==> src/rtl/pc_gen_pkg.sv <==
// -----------------------------------------------------------------------------
// pc_gen_pkg
// Shared constants and helpers for the fetch PC generation stage.
//   ADDR_BUS_WIDTH       : fetch address width
//   GHR_WIDTH_DEF        : default global-history length (PHT has 2^N counters)
//   BTB_INDEX_WIDTH_DEF  : default BTB index width (2^N entries)
//   PHT_INIT             : counter value after reset (weakly not-taken)
//   btb_tag_width()      : tag bits left above the index and byte offset
//   pht_next()           : 2-bit saturating counter update
// -----------------------------------------------------------------------------
package pc_gen_pkg;

    localparam int ADDR_BUS_WIDTH      = 32;
    localparam int GHR_WIDTH_DEF       = 5;
    localparam int BTB_INDEX_WIDTH_DEF = 6;
    localparam logic [1:0] PHT_INIT    = 2'b01;

    // Word-aligned fetch: the two byte-offset bits never take part in index or tag.
    function automatic int btb_tag_width(input int index_width);
        return ADDR_BUS_WIDTH - index_width - 2;
    endfunction

    // Saturating 2-bit counter, range 0..3.
    function automatic logic [1:0] pht_next(input logic [1:0] cnt, input logic taken);
        logic [1:0] nxt;
        case ({taken, cnt})
            3'b1_11: nxt = 2'b11;
            3'b0_00: nxt = 2'b00;
            3'b1_00, 3'b1_01, 3'b1_10: nxt = cnt + 2'd1;
            3'b0_01, 3'b0_10, 3'b0_11: nxt = cnt - 2'd1;
            default: nxt = PHT_INIT;
        endcase
        return nxt;
    endfunction

endpackage

==> src/rtl/pc_gen_branch_target_buffer.sv <==
// -----------------------------------------------------------------------------
// branch_target_buffer
// Direct-mapped BTB: valid/tag/target arrays with asynchronous read and
// synchronous write. Only the valid bits are reset (async, active-low);
// tag and target contents are meaningless while their valid bit is clear.
// Ports:
//   clk_i, rst_ni            clock / async active-low reset
//   rd_index_i, rd_tag_i     lookup address split
//   hit_o, target_o          combinational lookup result
//   wr_en_i, wr_index_i,
//   wr_tag_i, wr_target_i    allocate/overwrite one entry
// A write and a read of the same entry in one cycle return the old contents.
// -----------------------------------------------------------------------------
module branch_target_buffer
    import pc_gen_pkg::*;
#(
    parameter int INDEX_WIDTH = BTB_INDEX_WIDTH_DEF,
    parameter int TAG_WIDTH   = 24,
    parameter int DATA_WIDTH  = ADDR_BUS_WIDTH
) (
    input  logic                   clk_i,
    input  logic                   rst_ni,
    input  logic [INDEX_WIDTH-1:0] rd_index_i,
    input  logic [TAG_WIDTH-1:0]   rd_tag_i,
    output logic                   hit_o,
    output logic [DATA_WIDTH-1:0]  target_o,
    input  logic                   wr_en_i,
    input  logic [INDEX_WIDTH-1:0] wr_index_i,
    input  logic [TAG_WIDTH-1:0]   wr_tag_i,
    input  logic [DATA_WIDTH-1:0]  wr_target_i
);

    localparam int ENTRIES = 32'd1 << INDEX_WIDTH;

    logic [ENTRIES-1:0]    valid_q;
    logic [TAG_WIDTH-1:0]  tag_q    [ENTRIES];
    logic [DATA_WIDTH-1:0] target_q [ENTRIES];

    assign hit_o    = valid_q[rd_index_i] && (tag_q[rd_index_i] == rd_tag_i);
    assign target_o = target_q[rd_index_i];

    // Valid bits: cleared by reset, set on allocation, never invalidated.
    always_ff @(posedge clk_i or negedge rst_ni) begin
        if (!rst_ni) begin
            valid_q <= '0;
        end else if (wr_en_i) begin
            valid_q[wr_index_i] <= 1'b1;
        end
    end

    // Tag/target storage: plain write port, no reset needed.
    always_ff @(posedge clk_i) begin
        if (wr_en_i) begin
            tag_q[wr_index_i]    <= wr_tag_i;
            target_q[wr_index_i] <= wr_target_i;
        end
    end

endmodule

==> src/rtl/pc_gen.sv <==
// -----------------------------------------------------------------------------
// pc_gen
// Fetch PC generation stage. Holds the fetch PC and, when the predictor is
// built in, predicts the next PC with a gshare PHT plus a direct-mapped BTB.
// Build option: define PCGEN_BRANCH_PRED_EN to include PHT, BTB and both
// history registers; without it the stage is flush/redirect/hold/pc+4 only,
// the prediction output is 0 and the update port is ignored.
// Ports:
//   clk, rst (async active-low)
//   flush/flush_pc           highest-priority PC load (exception/eret)
//   redirect_en/redirect_pc  mispredict recovery from execute
//   stall_current_stage      hold PC and speculative history
//   update_*                 resolved-branch training port
//   pc_out                   current fetch PC
//   is_branch_taken_out      prediction for pc_out
//   pht_index_out            pc_out[GHR_WIDTH+1:2] ^ speculative history
// Outputs are the registered PC plus combinational lookup (no output flops).
// -----------------------------------------------------------------------------
module pc_gen
    import pc_gen_pkg::*;
#(
    parameter int GHR_WIDTH                     = GHR_WIDTH_DEF,
    parameter int BTB_INDEX_WIDTH               = BTB_INDEX_WIDTH_DEF,
    parameter logic [ADDR_BUS_WIDTH-1:0] RESET_PC = 32'hbfc00000
) (
    input  logic                      clk,
    input  logic                      rst,
    input  logic                      flush,
    input  logic [ADDR_BUS_WIDTH-1:0] flush_pc,
    input  logic                      redirect_en,
    input  logic [ADDR_BUS_WIDTH-1:0] redirect_pc,
    input  logic                      stall_current_stage,
    input  logic                      update_en,
    input  logic [ADDR_BUS_WIDTH-1:0] update_pc,
    input  logic                      update_is_taken,
    input  logic [ADDR_BUS_WIDTH-1:0] update_target,
    input  logic [GHR_WIDTH-1:0]      update_pht_index,
    output logic [ADDR_BUS_WIDTH-1:0] pc_out,
    output logic                      is_branch_taken_out,
    output logic [GHR_WIDTH-1:0]      pht_index_out
);

    logic [ADDR_BUS_WIDTH-1:0] pc_q;
    logic [ADDR_BUS_WIDTH-1:0] pc_d;
    logic                      pred_taken_s;
    logic [ADDR_BUS_WIDTH-1:0] pred_target_s;
    logic [GHR_WIDTH-1:0]      pht_index_s;
    logic                      unused_s;

`ifdef PCGEN_BRANCH_PRED_EN
    localparam int PHT_ENTRIES   = 32'd1 << GHR_WIDTH;
    localparam int BTB_TAG_WIDTH = btb_tag_width(BTB_INDEX_WIDTH);

    logic [GHR_WIDTH-1:0]      spec_ghr_q;
    logic [GHR_WIDTH-1:0]      spec_ghr_d;
    logic [GHR_WIDTH-1:0]      cmt_ghr_q;
    logic [GHR_WIDTH-1:0]      cmt_ghr_d;
    logic [GHR_WIDTH-1:0]      cmt_shift_s;
    logic [1:0]                pht_q [PHT_ENTRIES];
    logic                      btb_hit_s;
    logic [ADDR_BUS_WIDTH-1:0] btb_target_s;

    branch_target_buffer #(
        .INDEX_WIDTH (BTB_INDEX_WIDTH),
        .TAG_WIDTH   (BTB_TAG_WIDTH),
        .DATA_WIDTH  (ADDR_BUS_WIDTH)
    ) u_btb (
        .clk_i       (clk),
        .rst_ni      (rst),
        .rd_index_i  (pc_q[BTB_INDEX_WIDTH+1:2]),
        .rd_tag_i    (pc_q[ADDR_BUS_WIDTH-1:BTB_INDEX_WIDTH+2]),
        .hit_o       (btb_hit_s),
        .target_o    (btb_target_s),
        .wr_en_i     (update_en & update_is_taken),
        .wr_index_i  (update_pc[BTB_INDEX_WIDTH+1:2]),
        .wr_tag_i    (update_pc[ADDR_BUS_WIDTH-1:BTB_INDEX_WIDTH+2]),
        .wr_target_i (update_target)
    );

    assign pht_index_s   = pc_q[GHR_WIDTH+1:2] ^ spec_ghr_q;
    assign pred_taken_s  = btb_hit_s & pht_q[pht_index_s][1];
    assign pred_target_s = btb_target_s;
    assign cmt_shift_s   = {cmt_ghr_q[GHR_WIDTH-2:0], update_is_taken};
    assign unused_s      = ^update_pc[1:0];

    // History next-state: committed history follows resolved branches;
    // speculative history shifts on predicted branches and is rebuilt from
    // the (possibly just-updated) committed history on flush/redirect.
    always_comb begin
        cmt_ghr_d  = cmt_ghr_q;
        spec_ghr_d = spec_ghr_q;
        if (update_en) begin
            cmt_ghr_d = cmt_shift_s;
        end else begin
            cmt_ghr_d = cmt_ghr_q;
        end
        if (flush || redirect_en) begin
            spec_ghr_d = cmt_ghr_d;
        end else if (!stall_current_stage && btb_hit_s) begin
            spec_ghr_d = {spec_ghr_q[GHR_WIDTH-2:0], pred_taken_s};
        end else begin
            spec_ghr_d = spec_ghr_q;
        end
    end

    // History registers.
    always_ff @(posedge clk or negedge rst) begin
        if (!rst) begin
            spec_ghr_q <= '0;
            cmt_ghr_q  <= '0;
        end else begin
            spec_ghr_q <= spec_ghr_d;
            cmt_ghr_q  <= cmt_ghr_d;
        end
    end

    // PHT training; the lookup in the same cycle still sees the old counter.
    always_ff @(posedge clk or negedge rst) begin
        if (!rst) begin
            for (int i = 0; i < PHT_ENTRIES; i++) begin
                pht_q[i] <= PHT_INIT;
            end
        end else if (update_en) begin
            pht_q[update_pht_index] <= pht_next(pht_q[update_pht_index], update_is_taken);
        end
    end
`else
    assign pht_index_s   = pc_q[GHR_WIDTH+1:2];
    assign pred_taken_s  = 1'b0;
    assign pred_target_s = '0;
    assign unused_s      = ^{update_en, update_pc, update_is_taken,
                             update_target, update_pht_index};
`endif

    // Next-PC select: flush > redirect > stall > predicted target > pc+4.
    always_comb begin
        pc_d = pc_q;
        if (flush) begin
            pc_d = flush_pc;
        end else if (redirect_en) begin
            pc_d = redirect_pc;
        end else if (stall_current_stage) begin
            pc_d = pc_q;
        end else if (pred_taken_s) begin
            pc_d = pred_target_s;
        end else begin
            pc_d = pc_q + 32'd4;
        end
    end

    // Fetch PC register.
    always_ff @(posedge clk or negedge rst) begin
        if (!rst) begin
            pc_q <= RESET_PC;
        end else begin
            pc_q <= pc_d;
        end
    end

    assign pc_out              = pc_q;
    assign is_branch_taken_out = pred_taken_s;
    assign pht_index_out       = pht_index_s;

endmodule
==> config.mk <==
export PLATFORM = sky130hd
export DESIGN_NAME = pc_gen
export DESIGN_NICKNAME = d
export VERILOG_FILES = /design/src/rtl/pc_gen_pkg.sv /design/src/rtl/pc_gen_branch_target_buffer.sv /design/src/rtl/pc_gen.sv
export SDC_FILE = /design/constraint.sdc
export NUM_CORES = 1
export LEC_CHECK = 0
export BUFFER_PORTS_ARGS = -buffer_cell sky130_fd_sc_hd__buf_2
export CAP_MARGIN = 20
export CORE_MARGIN = 2
export CORE_UTILIZATION = 44
export DETAILED_ROUTE_END_ITERATION = 8
export GPL_ROUTABILITY_DRIVEN = 0
export PLACE_DENSITY = 0.87
export SYNTH_ARGS = -nofsm -noshare
export SYNTH_HDL_FRONTEND = slang
export SYNTH_SLANG_ARGS = --single-unit
==> constraint.sdc <==
create_clock -name clk -period 4.2 [get_ports clk]
set_input_delay 0.84 -clock clk [delete_from_list [all_inputs] [get_ports clk]]
set_output_delay 0.84 -clock clk [all_outputs]
set_load 0.05 [all_outputs]
==> results of run 1 <==
worst min path at each step:
stage	to	slack [ns]	cells past startpoint
after floorplan	pc_out[0]$_DFFE_PN0P_	0.54	0
after detailed placement	pc_out[24]$_DFFE_PN1P_	0.54	1
after global placement	pc_out[24]$_DFFE_PN1P_	0.53	1
final	pc_out[24]$_DFFE_PN1P_	0.55	1
after global routing	pc_out[24]$_DFFE_PN1P_	0.57	1
after CTS	pc_out[24]$_DFFE_PN1P_	0.55	1
power groups by stage:
| stage | registers, mW | clock network (mW) | logic (mW) |
|---|---|---|---|
| 3_5_place_dp | 0.400 | 0 | 0.352 |
| 4_1_cts | 0.395 | 0.250 | 0.354 |
| 6_report | 0.395 | 0.246 | 0.352 |
| 3_3_place_gp | 0.398 | 0 | 0.347 |
| 2_1_floorplan | 0.507 | 0 | 0.146 |
| 5_1_grt | 0.402 | 0.263 | 0.378 |
area by class of cell:
class	count	share of cell area, %
well taps	70	2.97
multi-input cells	226	47.8
clock buffers	8	3.06
inverters	6	0.765
flip-flops and latches	32	27.6
repair buffers	105	17.8
logic make-up after synthesis:
family | synth area share [%]
other | 0.159
flip-flops | 34.5
AND/OR/NAND/NOR | 26.6
AO/OA/AOI/OAI | 22.6
multiplexers | 1.70
XOR/XNOR | 8.19
adder cells (fa/ha/maj) | 0.532
buffers and inverters | 5.69
Yosys cell counts, drive strengths merged (2+ instances only):
cell type | instances | share of area, %
a22oi | 4 | 1.3
buf | 12 | 3.0
dfrtp | 23 | 24
mux2i | 4 | 1.7
clkbuf | 11 | 1.8
o221ai | 8 | 3.0
a31oi | 4 | 1.1
o31ai | 2 | 0.64
nand3 | 10 | 2.3
a222oi | 3 | 1.3
nand4 | 8 | 3.4
and2 | 2 | 0.53
nand2 | 39 | 6.2
nor3 | 6 | 2.7
and4 | 2 | 0.80
nand2b | 2 | 0.53
o21a | 2 | 0.64
a22o | 2 | 0.74
a211oi | 2 | 0.64
o21ai | 18 | 3.8
and3 | 5 | 1.4
dfstp | 9 | 10
xnor2 | 11 | 4.1
nand3b | 3 | 0.96
nor4 | 2 | 0.80
inv | 6 | 0.96
o22ai | 4 | 1.1
nor2 | 26 | 4.1
a21oi | 29 | 6.2
xor2 | 11 | 4.1
or3 | 4 | 1.3
critical path, cell delays in order:
cell and delay [ns]:
sky130_fd_sc_hd__buf_2 0.62, sky130_fd_sc_hd__nor2b_1 0.71, sky130_fd_sc_hd__a22o_1 0.31, sky130_fd_sc_hd__o22ai_1 0.11, sky130_fd_sc_hd__a211oi_1 0.23
metrics by stage:
step	cells	setup WS [ns]
after floorplan	287	2.17
after global placement	439	1.41
after detailed placement	439	1.34
after CTS	447	1.63
after global routing	447	1.40
final	447	1.58
per-layer routing:
metal	vias to the layer above	part of all wire, %	GRT usage, %	wire length (um)
met5	-	0	0	0
li1	1221	-	-	-
met3	9	7.5	5.18	521
met4	0	0.68	5.54	47
met2	113	48	40.5	3320
met1	1192	44	29.4	3050
==> reports/metrics.csv, run 1 <==
metric;value;unit
net count after synthesis;428;
unrepaired setup endpoints after global routing;no;
startpoint of the worst hold path;pc_out[24]$_DFFE_PN1P_;
post-route ant nets;0;
crit share post-route;62.4;%
total net switching power;407;uW
Leak;1.33;nW
detailed placer's ending HPWL;4.95;mm
Mapped Avg Cell Area;8.20;sq um
headroom to the max-slew limit;43.7;%
EDFF count, synth;0;
multi-input combinational cell area;1410;sq um
switching share of power;41.0;%
Net count, final;517;
kind of capture point of the worst setup path;register;
areal power density over the cells;337;nW/um^2
Max Freq;381;MHz
fraction of registers with async set/reset;100;%
Distinct cells, synth;55;
most frequent standard cell in the layout excluding fill and tap cells;sky130_fd_sc_hd__buf_2;
total of max-cap violations;0;
# DRC;0;
synth warn;0;
Remaining Overflow, GRT;0;
crit path time final;2.62;ns
root buffer cell;sky130_fd_sc_hd__clkbuf_8;
layout cell share with drive strength beyond 1;35.0;%
maximum number of pins on one net before global-route repair;50;
Clock Skews;0.00652;ns
number of port buffers;105;
share of power burned in the clock network;24.7;%
final core utilization;57.3;%
core region area;5140;sq um
combinational cell fraction of total power;35.5;%
Area Growth Syn to Fin;25.1;%
H-Tree Depth;2;
filler cell count;493;
Vert. Die Dim;77.1;um
cell internal power dissipation;586;uW
count of mapped cells out of synthesis;287;
area post-placement;2860;sq um
combined flip-flop and latch cell area;812;sq um
Worst-Margin Slew;0.845;ns
chip width;77.1;um
total routing resource utilization after global routing;23.3;%
number of flip-flops in the largest register;32;
# clock sinks;32;
worst hold slack across all endpoints;0.547;ns
# resized after CTS;0;
maximum ir drop on the vdd rail;148;uV
Pwr Total;993;uW
prevailing post-synth register cell;sky130_fd_sc_hd__dfrtp_1;
WP data arrival;2.82;ns
clock-pin slew on the worst setup and hold paths;0.07;ns
post-cts hold buffer count;0;
number of I/O pins;178;
number of antenna violations at the first check in global routing;0;
CTS buffer count;5;
number of endpoints with negative hold slack in the final report;0;
CP startpoint;redirect_en;
top library cells by usage in the layout, fill and taps aside;105 x sky130_fd_sc_hd__buf_2, 39 x sky130_fd_sc_hd__nand2_1, 29 x sky130_fd_sc_hd__a21oi_1;
number of cells on the worst reg-to-reg path;6;
fraction of power consumed by sequential logic;39.8;%
vias in the first global route;2417;
detailed-route wire length;6.94;mm
end of the worst register-to-register path;pc_out[12]$_DFFE_PN0P_;
wire length of the first global-routing pass;11.4;mm
hold crit path type;register to register;
element type at the critical path start;input port;
Seq/Total Area, Yosys;34.5;%
number of detailed-routing iterations run before antenna repair;4;
number of vias in the routed layout;2535;
critical path peak fanout;47;
capturing element of the worst setup path;pc_out[22]$_DFFE_PN1P_;
Syn Std Cell Area;2350;sq um
floorplan die area;5950;sq um
Avg Vias per Cell;5.67;
number of DRC markers after the initial detailed-route iteration;209;
Final setup violation count;0;
post-route design area;2950;sq um
source of the worst register-to-register timing path;pc_out[3]$_DFFE_PN0P_;
maximum clock insertion buffer count;2;
WP data required;4.39;ns
outcome;finished clean;
TritonCTS clock tree;yes;
number of synthesized register bits;32;
final-layout setup total negative slack;0;ns
clock latency at the later pin of the worst-skew pair;0.28;ns
starting utilization of the core area;45.8;%
Setup Fix Bufs, Post-CTS;0;
detail-routed net length per standard cell;15.5;um
Max Slew Vio Count;0;
number of rows in the core area;26;
Crit Path Class;input port to register;
antenna cells;0;
flop-to-flop setup slack;2.16;ns
No activity file was read; power rests on OpenSTA's default activity.
==> run 2: changes to the inputs <==
CORE_UTILIZATION = 41   (was 44)
PLACE_DENSITY = 0.82   (was 0.87)
clock period = 2.65 ns   (was 4.2 ns; I/O delays follow)
==> run 2 against run 1 <==
  * Cell count up 1.3%
  * Cell area grew 1.2%
  * Critical endpoint is now pc_out[12]$_DFFE_PN0P_
  * Clock power is 61% higher
  * Power increased by 60%
  * Worst setup slack got worse by 0.92 ns
  * Sequential power rose by 59%
  * Utilization shrank 3.5 points
==> reports/metrics.csv, run 2 (synthesis results as in run 1) <==
metric;value;unit
outcome;finished clean;
Net count, final;521;
Setup Fix Bufs, Post-CTS;0;
Area Growth Syn to Fin;26.6;%
WP data required;2.82;ns
clock latency at the later pin of the worst-skew pair;0.29;ns
switching share of power;41.8;%
total of max-cap violations;0;
kind of capture point of the worst setup path;register;
cell internal power dissipation;927;uW
total net switching power;665;uW
CTS buffer count;5;
Leak;1.35;nW
core region area;5540;sq um
starting utilization of the core area;42.5;%
TritonCTS clock tree;yes;
antenna cells;0;
filler cell count;538;
worst hold slack across all endpoints;0.298;ns
number of rows in the core area;27;
vias in the first global route;2416;
Crit Path Class;register to register;
maximum ir drop on the vdd rail;260;uV
areal power density over the cells;534;nW/um^2
number of endpoints with negative hold slack in the final report;0;
unrepaired setup endpoints after global routing;no;
met1 track demand over resource;28.0;%
maximum number of pins on one net before global-route repair;35;
total routing resource utilization after global routing;23.0;%
Remaining Overflow, GRT;0;
H-Tree Depth;2;
wire length of the first global-routing pass;11.4;mm
maximum clock insertion buffer count;2;
number of detailed-routing iterations run before antenna repair;5;
headroom to the max-slew limit;49.8;%
met2 usage in global routing;42.0;%
# clock sinks;32;
flop-to-flop setup slack;0.66;ns
crit path time final;1.99;ns
Max Slew Vio Count;0;
detailed placer's ending HPWL;5.35;mm
pre-CTS WS;0.450;ns
Vert. Die Dim;79.8;um
number of vias in the routed layout;2592;
Max Freq;502;MHz
GR Layer Usage met3;4.98;%
Avg Vias per Cell;5.72;
number of flip-flops in the largest register;32;
post-route ant nets;0;
# resized after CTS;0;
number of I/O pins;178;
number of port buffers;105;
share of power burned in the clock network;24.9;%
top library cells by usage in the layout, fill and taps aside;105 x sky130_fd_sc_hd__buf_2, 39 x sky130_fd_sc_hd__nand2_1, 29 x sky130_fd_sc_hd__a21oi_1;
critical path peak fanout;5;
clock-pin slew on the worst setup and hold paths;0.07;ns
most frequent standard cell in the layout excluding fill and tap cells;sky130_fd_sc_hd__buf_2;
number of DRC markers after the initial detailed-route iteration;210;
# DRC;0;
crit share post-route;75.2;%
Clock Skews;0.00965;ns
final-layout setup total negative slack;0;ns
Final setup violation count;0;
detailed-route wire length;7.28;mm
combinational cell fraction of total power;35.5;%
detail-routed net length per standard cell;16.1;um
fraction of power consumed by sequential logic;39.5;%
element type at the critical path start;register;
post-cts hold buffer count;0;
hold crit path type;input port to async pin;
WP data arrival;2.16;ns
Worst-Margin Slew;0.752;ns
floorplan die area;6360;sq um
root buffer cell;sky130_fd_sc_hd__clkbuf_8;
number of antenna violations at the first check in global routing;0;
Final Worst Setup Slack;0.657;ns
chip width;79.8;um
layout cell share with drive strength beyond 1;36.2;%
most crowded layer after global routing;met2;
[run 2: cell count changes in the layout (fill, tap and decap cells not counted)]
cell / change
sky130_fd_sc_hd__clkbuf_1: -2
sky130_fd_sc_hd__clkinv_2: +2
sky130_fd_sc_hd__buf_4: +4
[run 2: final timing paths]
| check | cells past startpoint | to | start |
|---|---|---|---|
| hold / removal | 1 | pc_out[19]$_DFFE_PN0P_ | rst |
| setup reg to reg | 6 | pc_out[12]$_DFFE_PN0P_ | pc_out[2]$_DFFE_PN0P_ |
| min in group clk | 2 | pc_out[2]$_DFFE_PN0P_ | flush_pc[2] |
| setup / recovery | 6 | pc_out[12]$_DFFE_PN0P_ | pc_out[2]$_DFFE_PN0P_ |
| hold reg to reg | 1 | pc_out[24]$_DFFE_PN1P_ | pc_out[24]$_DFFE_PN1P_ |
| max in group asynchronous | 1 | pc_out[14]$_DFFE_PN0P_ | rst |
[run 2: cell type report]
cell class,instances,area (sq um),area share [%]
clock inverter,2,10.0,0.336
clock buffer,6,82.6,2.77
sequential,32,812,27.2
tap,72,90.1,3.02
multi-input combinational,226,1410,47.2
inverter,6,22.5,0.756
timing repair buffer,109,556,18.6
[run 2: worst max-delay path: stages, from the launching register on]
cell and delay [ns]:
sky130_fd_sc_hd__dfrtp_1 0.44, sky130_fd_sc_hd__ha_1 0.27, sky130_fd_sc_hd__nand2_1 0.15, sky130_fd_sc_hd__nor3_1 0.48
sky130_fd_sc_hd__nand3b_1 0.13, sky130_fd_sc_hd__a222oi_1 0.32, sky130_fd_sc_hd__nor2_1 0.08
[run 2: stage by stage]
step                      instance area, sq um  total power, mW  utilization, %  std cells
after floorplan                           2350             1.03               -        287
after global placement                    2890             1.19            52.1        445
after detailed placement                  2890             1.20            52.1        445
after CTS                                 2980             1.60            53.8        453
after global routing                      2980             1.67            53.8        453
final                                     2980             1.59            53.8        453
[run 2: power by group through the flow]
stage               clock, mW  sequential [mW]  combinational, mW
finish                  0.397            0.630              0.565
global route            0.430            0.639              0.605
CTS                     0.404            0.628              0.567
detailed placement          0            0.636              0.566
global placement            0            0.631              0.556
floorplan                   0            0.804              0.231
[run 2: per-layer routing]
| layer | routed length [um] | vias up | part of all wire, % |
|---|---|---|---|
| li1 | - | 1223 | - |
| met1 | 3050 | 1259 | 42 |
| met2 | 3670 | 106 | 50 |
| met3 | 524 | 4 | 7.2 |
| met4 | 31 | 0 | 0.43 |
| met5 | 0 | - | 0 |
==> run 3: changes to the inputs <==
CORE_UTILIZATION = 37   (was 41)
PLACE_DENSITY = 0.78   (was 0.82)
clock period = 1.7 ns   (was 2.65 ns; I/O delays follow)
==> run 3 against run 2 <==
  * Register-to-register slack worse by 0.62 ns
  * Die area up 10%
  * Clock power up 47%
  * Worst setup slack worse by 0.62 ns
  * Clock skew up 0.0099 ns
  * Worst hold slack worse by 0.25 ns
  * Utilization about the same
==> reports/metrics.csv, run 3 (synthesis results as in run 1) <==
metric;value;unit
number of antenna violations at the first check in global routing;0;
post-route ant nets;0;
Post-Place Cells;477;
element type at the critical path start;register;
wire length of the first global-routing pass;12.0;mm
headroom to the max-slew limit;59.2;%
worst-path cell chain;nand4_4 -> or3_4 -> nor3_4 -> a31oi_1 -> o22a_1;
Slowest-stage cell, CP;sky130_fd_sc_hd__or3_4;
top cell family by delay on the critical path;simple AND/OR/NAND/NOR gates;
# clock sinks;32;
TritonCTS clock tree;yes;
Avg Vias per Cell;5.37;
number of detailed-routing iterations run before antenna repair;4;
antenna cells;0;
pre-CTS WS;-0.0495;ns
CTS buffer count;5;
maximum number of pins on one net before global-route repair;27;
Max Freq;600;MHz
Worst-Margin Slew;0.612;ns
hold crit path type;input port to async pin;
number of cells on the worst reg-to-reg path;5;
floorplan die area;7010;sq um
combinational cell fraction of total power;39.7;%
vias in the first global route;2479;
clock-pin slew on the worst setup and hold paths;0.08;ns
layout cell share with drive strength beyond 1;48.1;%
source of the worst register-to-register timing path;pc_out[5]$_DFFE_PN0P_;
crit path time final;1.67;ns
number of port buffers;105;
kind of capture point of the worst setup path;register;
Leak;1.54;nW
worst path bufs/invs;0;
total of max-cap violations;0;
final-layout setup total negative slack;0;ns
clock latency at the later pin of the worst-skew pair;0.30;ns
Pwr Total;2.58;mW
H-Tree Depth;2;
detailed-route wire length;7.55;mm
combined flip-flop and latch cell area;837;sq um
most frequent standard cell in the layout excluding fill and tap cells;sky130_fd_sc_hd__buf_2;
detail-routed net length per standard cell;15.4;um
top library cells by usage in the layout, fill and taps aside;105 x sky130_fd_sc_hd__buf_2, 37 x sky130_fd_sc_hd__nand2_1, 36 x sky130_fd_sc_hd__buf_4;
worst hold slack across all endpoints;0.0500;ns
Crit Path Class;register to register;
filler cell count;616;
critical path peak fanout;6;
post-cts hold buffer count;0;
number of rows in the core area;29;
number of vias in the routed layout;2635;
WP data arrival;1.88;ns
cell internal power dissipation;1.50;mW
Remaining Overflow, GRT;0;
crit share post-route;98.0;%
WP data required;1.91;ns
end of the worst register-to-register path;pc_out[24]$_DFFE_PN1P_;
unrepaired setup endpoints after global routing;yes;
switching share of power;41.6;%
Final setup violation count;0;
Non-Filler Instances;491;
multi-input combinational cell area;1510;sq um
maximum ir drop on the vdd rail;391;uV
starting utilization of the core area;37.7;%
delay of the slowest critical-path stage;0.49;ns
Net count, final;554;
flop-to-flop setup slack;0.03;ns
share of power burned in the clock network;22.7;%
total routing resource utilization after global routing;21.3;%
outcome;finished clean;
number of endpoints with negative hold slack in the final report;0;
detailed placer's ending HPWL;5.69;mm
Area Growth Syn to Fin;42.7;%
Clock Skews;0.0195;ns
Max Slew Vio Count;0;
total net switching power;1.07;mW
Final Worst Setup Slack;0.0334;ns
core region area;6240;sq um
number of DRC markers after the initial detailed-route iteration;212;
fraction of power consumed by sequential logic;37.6;%
number of I/O pins;178;
Vert. Die Dim;83.8;um
maximum clock insertion buffer count;2;
areal power density over the cells;767;nW/um^2
# DRC;0;
root buffer cell;sky130_fd_sc_hd__clkbuf_8;
chip width;83.8;um
number of flip-flops in the largest register;32;
run 3: power by group through the flow:
| stage | combinational (mW) | sequential, mW | clock [mW] |
|---|---|---|---|
| floorplan | 0.377 | 1.28 | 0 |
| global placement | 0.989 | 0.977 | 0 |
| detailed placement | 1.00 | 0.982 | 0 |
| CTS | 1.00 | 0.969 | 0.599 |
| global route | 1.10 | 0.982 | 0.632 |
| finish | 1.02 | 0.970 | 0.584 |
run 3: area by class of cell:
class | instances | area share, %
Multi-Input combinational cell | 226 | 44.8
Clock buffer | 7 | 2.27
Sequential cell | 32 | 24.9
Inverter | 6 | 0.670
Clock inverter | 1 | 0.149
Timing Repair Buffer | 142 | 24.3
Tap cell | 77 | 2.87
run 3: how the worst max path moves through the flow:
stage / start / endpoint / slack, ns / cells after the start
6_report: pc_out[5]$_DFFE_PN0P_ / pc_out[24]$_DFFE_PN1P_ / 0.03 / 5
5_1_grt: pc_out[10]$_DFFE_PN0P_ / pc_out[24]$_DFFE_PN1P_ / -0.05 / 5
4_1_cts: pc_out[3]$_DFFE_PN0P_ / pc_out[24]$_DFFE_PN1P_ / 0.05 / 6
3_5_place_dp: pc_out[12]$_DFFE_PN0P_ / pc_out[31]$_DFFE_PN1P_ / -0.05 / 5
3_3_place_gp: pc_out[12]$_DFFE_PN0P_ / pc_out[31]$_DFFE_PN1P_ / 0.01 / 5
2_1_floorplan: pc_out[7]$_DFFE_PN0P_ / pc_out[31]$_DFFE_PN1P_ / -0.07 / 5
run 3: timing repair:
| item | in CTS | in global routing |
|---|---|---|
| pin swaps | 1 | 4 |
| setup endpoints to repair | 3 | 8 |
| buffers inserted | 1 | 5 |
| resized for setup | 1 | 5 |
| hold endpoints to repair | 0 | 0 |
run 3: routing by layer:
layer	vias to the layer above	part of all wire [%]	global-route usage [%]
met5	-	0	0
li1	1291	-	-
met2	122	47	33.9
met4	0	1.7	6.89
met3	13	8.8	6.53
met1	1209	43	27.8
run 3: worst register-to-register path: stages (launching register included):
cell	delay, ns
sky130_fd_sc_hd__dfrtp_4	0.43
sky130_fd_sc_hd__nand4_4	0.16
sky130_fd_sc_hd__or3_4	0.49
sky130_fd_sc_hd__nor3_4	0.19
sky130_fd_sc_hd__a31oi_1	0.11
sky130_fd_sc_hd__o22a_1	0.20
run 3: through the flow:
stage / instance area [sq um] / util, %
after CTS: 3300 / 52.9
after floorplan: 2460 / -
after detailed placement: 3200 / 51.3
after global placement: 3200 / 51.3
after global routing: 3360 / 53.8
final: 3360 / 53.8
